==> src/rtl/cdc_pkg.sv <==
// Shared definitions for the clk_b-domain capture path: pointer sizing helper,
// saturation pattern and the default data width.
package cdc_pkg;

  localparam int unsigned DW_DEF = 8;

  // All-ones pattern; truncated to the counter width at the point of use.
  localparam logic [31:0] CNT_SAT = '1;

  function automatic int unsigned ptr_w(input int unsigned depth);
    return $unsigned($clog2(depth)) + 32'd1;
  endfunction

endpackage

==> src/rtl/sync_fifo.sv <==
// Single-clock first-word-fall-through FIFO with wrap-bit pointers and
// registered valid/full/level status.
module sync_fifo
  import cdc_pkg::*;
#(
  parameter int unsigned DW    = DW_DEF,
  parameter int unsigned DEPTH = 4
) (
  input  logic                      clk_i,
  input  logic                      rst_i,
  input  logic                      push_i,
  input  logic [DW-1:0]             wdata_i,
  input  logic                      pop_i,
  output logic [DW-1:0]             rdata_c_o,
  output logic                      valid_o,
  output logic                      full_o,
  output logic [ptr_w(DEPTH)-1:0]   level_o
);

  localparam int unsigned PW = ptr_w(DEPTH);
  localparam int unsigned AW = PW - 1;

  logic [DW-1:0] mem_q [DEPTH];
  logic [PW-1:0] wr_q, wr_d;
  logic [PW-1:0] rd_q, rd_d;
  logic [PW-1:0] level_q, level_d;
  logic          valid_q, valid_d;
  logic          full_q, full_d;
  logic          pop_en, push_en;

  // A full FIFO still accepts a push when the head leaves on the same edge.
  always_comb begin
    pop_en  = pop_i && valid_q;
    push_en = push_i && (!full_q || pop_en);
    wr_d    = wr_q + PW'(push_en);
    rd_d    = rd_q + PW'(pop_en);
    level_d = wr_d - rd_d;
    valid_d = (wr_d != rd_d);
    full_d  = ((wr_d ^ rd_d) == {1'b1, AW'(0)});
  end

  always_ff @(posedge clk_i) begin
    if (rst_i) begin
      wr_q    <= '0;
      rd_q    <= '0;
      level_q <= '0;
      valid_q <= 1'b0;
      full_q  <= 1'b0;
      for (int unsigned i = 0; i < DEPTH; i++) begin
        mem_q[i] <= '0;
      end
    end else begin
      wr_q    <= wr_d;
      rd_q    <= rd_d;
      level_q <= level_d;
      valid_q <= valid_d;
      full_q  <= full_d;
      if (push_en) begin
        mem_q[wr_q[AW-1:0]] <= wdata_i;
      end
    end
  end

  assign rdata_c_o = mem_q[rd_q[AW-1:0]];
  assign valid_o   = valid_q;
  assign full_o    = full_q;
  assign level_o   = level_q;

endmodule

==> src/rtl/pulse_data_capture.sv <==
// Samples the source bus on each enabled sync pulse into a FWFT FIFO, returns a
// toggle acknowledge and counts words lost to a full FIFO.
module pulse_data_capture
  import cdc_pkg::*;
#(
  parameter int unsigned DW    = DW_DEF,
  parameter int unsigned DEPTH = 4,
  parameter int unsigned CW    = 8
) (
  input  logic                      clk_b,
  input  logic                      rst_b,
  input  logic                      sync_pulse,
  input  logic [DW-1:0]             data_in,
  input  logic                      cap_en,
  input  logic                      drop_clr,
  output logic                      out_valid,
  output logic [DW-1:0]             out_data,
  input  logic                      out_ready,
  output logic [ptr_w(DEPTH)-1:0]   fifo_level,
  output logic                      ack_tgl,
  output logic [CW-1:0]             drop_cnt,
  output logic                      overflow
);

  logic          cap_c, pop_c, drop_c, full;
  logic          ack_q, ack_d;
  logic [CW-1:0] drop_cnt_q, drop_cnt_d;
  logic          ovf_q, ovf_d;

  sync_fifo #(
    .DW    (DW),
    .DEPTH (DEPTH)
  ) u_fifo (
    .clk_i     (clk_b),
    .rst_i     (rst_b),
    .push_i    (cap_c),
    .wdata_i   (data_in),
    .pop_i     (out_ready),
    .rdata_c_o (out_data),
    .valid_o   (out_valid),
    .full_o    (full),
    .level_o   (fifo_level)
  );

  // Ack toggles on every enabled pulse, even a dropped one, so the source never stalls.
  always_comb begin
    cap_c      = sync_pulse && cap_en;
    pop_c      = out_valid && out_ready;
    drop_c     = cap_c && full && !pop_c;
    ack_d      = ack_q ^ cap_c;
    drop_cnt_d = drop_cnt_q;
    ovf_d      = ovf_q;
    if (drop_clr) begin
      drop_cnt_d = '0;
      ovf_d      = 1'b0;
    end else if (drop_c) begin
      ovf_d = 1'b1;
      if (drop_cnt_q != CW'(CNT_SAT)) begin
        drop_cnt_d = drop_cnt_q + CW'(1);
      end
    end
  end

  always_ff @(posedge clk_b) begin
    if (rst_b) begin
      ack_q      <= 1'b0;
      drop_cnt_q <= '0;
      ovf_q      <= 1'b0;
    end else begin
      ack_q      <= ack_d;
      drop_cnt_q <= drop_cnt_d;
      ovf_q      <= ovf_d;
    end
  end

  assign ack_tgl  = ack_q;
  assign drop_cnt = drop_cnt_q;
  assign overflow = ovf_q;

endmodule

==> config.mk <==
export PLATFORM = sky130hd
export DESIGN_NAME = pulse_data_capture
export DESIGN_NICKNAME = d
export VERILOG_FILES = /design/src/rtl/cdc_pkg.sv /design/src/rtl/sync_fifo.sv /design/src/rtl/pulse_data_capture.sv
export SDC_FILE = /design/constraint.sdc
export NUM_CORES = 1
export LEC_CHECK = 0
export CAP_MARGIN = 20
export CORE_MARGIN = 4
export CORE_UTILIZATION = 28
export DETAILED_ROUTE_END_ITERATION = 6
export GPL_TIMING_DRIVEN = 0
export PLACE_DENSITY = 0.58
export SYNTH_ARGS = -nofsm -noshare
export SYNTH_HDL_FRONTEND = slang
export SYNTH_SLANG_ARGS = --single-unit
==> constraint.sdc <==
create_clock -name clk_b -period 2.7 [get_ports clk_b]
set_input_delay 0.675 -clock clk_b [delete_from_list [all_inputs] [get_ports clk_b]]
set_output_delay 0.675 -clock clk_b [all_outputs]
set_load 0.01 [all_outputs]
# ---- Word-level counts from Yosys, hierarchy flattened
# Memory sizes are Yosys's and may differ from the RTL's. A register that Yosys moved wholly into a read port is not among the register bits.
# Cells that the tools add are included.
dict set report word_totals {
  reg_bits 21
  ramBits 32
  input_bits 14
  output_inout_bits 22
  elab_cells 38
  n_memories 1
}
dict set report classes {
  n_addsub 4
  n_eq_ne 3
  n_mux 9
  n_bitwise 2
  n_reduce_logical 11
}
# memory words word_bits read_ports rd_clocked_by_memory_dff wr line_no
set memory_table {}
lappend memory_table {u_fifo.mem_q 4 8 1 1 4 sync_fifo.sv:23} ;# logic [DW-1:0] mem_q [DEPTH];
# cell n
set ops {}
lappend ops {{8-bit by 1-bit adder with 8-bit output (second input constant)} 1}
lappend ops {{8-bit two-way mux} 1}
lappend ops {{8-bit inequality test (second input constant)} 1}
lappend ops {{8-bit OR reduction} 1}
lappend ops {{3-bit by 1-bit adder with 3-bit output} 2}
lappend ops {{1-bit two-way mux} 6}
lappend ops {{1-bit logical AND} 5}
lappend ops {{2-bit two-way mux} 2}
lappend ops {{3-bit equality test (second input constant)} 1}
lappend ops {{3-bit inequality test} 1}
lappend ops {{3-bit subtractor} 1}
lappend ops {{3-bit bitwise XOR} 1}
lappend ops {{1-bit logical NOT} 2}
lappend ops {{2-bit AND reduction} 1}
lappend ops {{2-bit OR reduction} 1}
lappend ops {{1-bit logical OR} 1}
lappend ops {{1-bit bitwise XOR} 1}

# ---- Logic depth before layout (Yosys ltp)
dict set report depth {
  depth_word 8
  ltp_mapped 8
  mapped_depth_nobuf 8
}

# ---- Modules after synthesis
# Synthesis repeated with hierarchy kept, for this count alone.
dict set report unflattened {
  hier_cells 188
  area_unflattened_um2 2454.9
}
# mod instances cells_each area_per_inst_um2 seq_area_each_um2
set by_module_without_submodules {}
lappend by_module_without_submodules {sync_fifo 1 129 1943.1 1181.1}
lappend by_module_without_submodules {pulse_data_capture 1 59 511.7 200.2}

# ---- Worst setup path before layout
# Ideal clock, no wire load.
dict set report synth_path {
  path_type {input port to flip-flop}
  start {in out_ready}
  end {reg u_fifo.level_q[2] (netlist: u_fifo.level_o[2])}
  setup_time_ns 0.128
  arrival_ns 2.047
  required_time_ns 2.572
  slack_ns 0.525
  path_stages 8
  path_buffers 0
  cell_sequence {a21boi_2 > nor2_1 > ha_1 > ha_1 > inv_1 > fa_1 > xor2_1 > nor2_1}
}
dict set report synth_between {
  elab_chain_len 5
  word_cells_on_any_way 6
  classes_between {add/sub: 3; reduce/logical: 3}
}
# element line_no
set synth_lines {}
lappend synth_lines {{start: declaration} pulse_data_capture.sv:18} ;# input logic out_ready,
lappend synth_lines {{1-bit logical AND} sync_fifo.sv:33} ;# pop_en = pop_i && valid_q;
lappend synth_lines {{1-bit logical OR} sync_fifo.sv:34} ;# push_en = push_i && (!full_q || pop_en);
lappend synth_lines {{1-bit logical AND} sync_fifo.sv:34}
lappend synth_lines {{3-bit by 1-bit adder with 3-bit output} sync_fifo.sv:35} ;# wr_d = wr_q + PW'(push_en);
lappend synth_lines {{via u_fifo.wr_d[1]} sync_fifo.sv:24} ;# logic [PW-1:0] wr_q, wr_d;
lappend synth_lines {{3-bit subtractor} sync_fifo.sv:37} ;# level_d = wr_d - rd_d;
lappend synth_lines {{end signal: assignment} sync_fifo.sv:55} ;# level_q <= level_d;
lappend synth_lines {{end: declaration} sync_fifo.sv:26} ;# logic [PW-1:0] level_q, level_d;
# The timed path passes the listed nets, and every way through them passes these cells.
# A chain may end at the register's enable or synchronous reset.

==> flow_metrics.tcl <==
set metrics [dict create \
    fin_crit_ns 2.59 \
    finalSetupViolCount 0 \
    core_region_area_um2 8260 \
    cts.sinks 53 \
    netlist.area_leader.share_pct 40.1 \
    cp.arrival_ns 1.92 \
    reg2reg_depth 8 \
    post-route-period-util_pct 95.9 \
    rrSetupSlack_ns 0.68 \
    path_delay_family "buffers and inverters" \
    holdPathEnd "overflow" \
    finalHoldViolCount 0 \
    cts_max_level 2 \
    start_util_pct 29.0 \
    portBuffers 35 \
    antenna_cells 0 \
    synth.distinct_cells 39 \
    synth_edf_count 32 \
    wl_per_cell_um 15.0 \
    grt_max_degree 19 \
    netlist.top_cell.by_area "edfxtp_1" \
    dieArea_um2 10100 \
    hold_path_class "reg -> reg" \
    grt_usage_pct 10.5 \
    relSlewSlack_pct 63.3 \
    p_leak_uw 0.00109 \
    worstPathCellList "buf_4, mux4_2, clkdlybuf4s50_1" \
    num_rows 33 \
    cts_buffer_depth 2 \
    cts_root_buffer "clkbuf_8" \
    cp_data_required_time_ns 2.03 \
    clk_latency_ns 0.31 \
    cts_tree "built" \
    grt_pass1_vias 1573 \
    yosysSeqAreaShare_pct 57.7 \
    drt.antenna.violating_nets 0 \
    grt_overflow 0 \
    synth.area.top_cells "edfxtp_1, dfxtp_1, and2_1" \
    whs_path_depth 2 \
    fin_skew_ns 0.00972 \
    syn_area_um2 2390 \
    fp.dieH_um 100 \
    ys_dominant_reg_cell "edfxtp_1" \
    drc 0 \
    dp_hpwl_mm 3.48 \
    postCtsHoldBufs 0 \
    first_pass_iters 4 \
    critPathBufInv 2 \
    postSynthCellCount 182 \
    postCtsSetupBuffers 0 \
    antenna_found_initial 0 \
    drive_gt1_share_pct 15.1 \
    end_kind "output port" \
    layout_common_cells "clkdlybuf4s50_1, and2_1, edfxtp_1" \
    final_nets 246 \
    ios 36 \
    area_growth_pct 24.5 \
    setup_ws_ns 0.110 \
    hold_start "overflow" \
    worst_r2r_endpoint "u_fifo.level_o[2]" \
    die_x_um 100 \
    timing.final.max_slew_violations 0 \
    slowest_delay_ns 0.53 \
    numCtsBuffers 5 \
    cp_slowest_cell "mux4_2" \
    finish.utilization_pct 36.1 \
    crit_type "reg -> out" \
    power_density_nw_per_um2 548 \
    synth-async-reset-ratio_pct 0 \
    start_kind "flop" \
    synth_nets 204 \
    via_per_inst 4.54 \
    vias 1499 \
    cap_violations 0 \
    r2r_start "u_fifo.valid_o" \
    setup_tns_ns 0 \
    cts.clk_slew.worst_paths_ns 0.10 \
    ys_warn_count 0 \
    post-place-ws_ns -0.167 \
    cp_max_fo 8 \
    rsz0062_at_grt "false" \
    max-vdd-ir-drop_uv 239 \
    avgSynthCellArea_um2 13.2 \
    status "complete, no violations" \
    grt_pass1_wl_mm 7.95 \
    gp_congestion 0.789 \
    fmax_mhz 386 \
    mostFrequentLayoutCell "clkdlybuf4s50_1" \
    worst_pin_slew_ns 0.547 \
    drtIter0Drc 47 \
    wl_mm 4.94 \
    ys_ff_latch 53 \
]
Yosys cell counts, types with 2 or more instances:
cell      count
and4b_1       2
inv_1         4
o21ai_0       3
and2_1       32
nand2_1       2
dfxtp_1      21
xnor2_1       3
edfxtp_1     32
ha_1          7
and3_1        5
nor3_4        2
a21oi_1       5
buf_2         2
or2_2         3
nor2_1       15
xor2_1        2
a31o_2        2
a31oi_1       3
nand3_1       6
buf_1         2
nor3_1        4
mux4_2        8
sequential cells by signal, summed over array words and instances, names as in the netlist:
signal          cells
u_fifo.full_o       1
drop_cnt            8
u_fifo.mem_q       32
u_fifo.level_o      3
ack_tgl             1
u_fifo.valid_o      1
overflow            1
u_fifo.wr_q         3
u_fifo.rd_q         3
area by class of cell:
type                       count  area [um^2]
clock inverter                 3         25.0
buffer                         5         25.0
timing repair buffer          35          350
sequential                    53         1380
inverter                       4         15.0
fill                         859         5280
multi-input combinational    120          983
clock buffer                   5         68.8
tap                          105          131
stage by stage:
step | instance area [um^2] | std cells | total power (uW) | hold WS [ns]
after floorplan | 2390 | 182 | 1070 | 0.489
after global placement | 2880 | 322 | 1180 | 0.463
after detailed placement | 2880 | 322 | 1190 | 0.469
after CTS | 2970 | 330 | 1660 | 0.498
after global routing | 2980 | 330 | 1720 | 0.512
final | 2980 | 330 | 1630 | 0.489
worst max path at each step:
stage               cells past startpoint            from           endpoint
global route                            3  u_fifo.rd_q[0]        out_data[6]
floorplan                               8       out_ready  u_fifo.level_o[2]
CTS                                     3  u_fifo.rd_q[0]        out_data[6]
global placement                        9       out_ready  u_fifo.level_o[2]
finish                                  3  u_fifo.rd_q[0]        out_data[6]
detailed placement                      9       out_ready  u_fifo.level_o[2]
repair_timing:
item                       4_1_cts  5_1_grt
setup endpoints to repair        8        1
pin swaps                        0        0
gates resized for setup          2        1
cell families (layout without fill, tap and decap cells):
group	after synthesis	count (layout)	synth area share, %
DFF	53	53	57.7
xor gates and xnor gates	5	5	1.83
adders and majority gates	8	8	4.50
AOI/OAI and AO/OA	20	20	6.27
muxes	8	8	7.53
and+or+nand+nor	79	79	20.6
buffers and inverters	9	52	1.52
routing by layer:
| metal | vias to the layer above | track usage [%] | share of wire (%) |
|---|---|---|---|
| met5 | - | 0 | 0 |
| met4 | 0 | 2.80 | 0.83 |
| met3 | 4 | 3.25 | 5.7 |
| met2 | 34 | 17.7 | 49 |
| met1 | 712 | 12.9 | 44 |
| li1 | 749 | - | - |
worst register-to-register path: cells and delay by family (launching register included):
kind                     cells  cell delay [ns]
AO/OA/AOI/OAI                1             0.24
XOR/XNOR                     1             0.16
adder cells (fa/ha/maj)      3             0.90
buffers and inverters        1             0.07
flip-flops                   1             0.38
AND/OR/NAND/NOR              2             0.16
power by group:
group,internal [uW],switching [uW],total (uW)
clock network,188,283,471
logic,133,107,240
registers,901,22.9,924
Power figures use the tool's default switching activity.
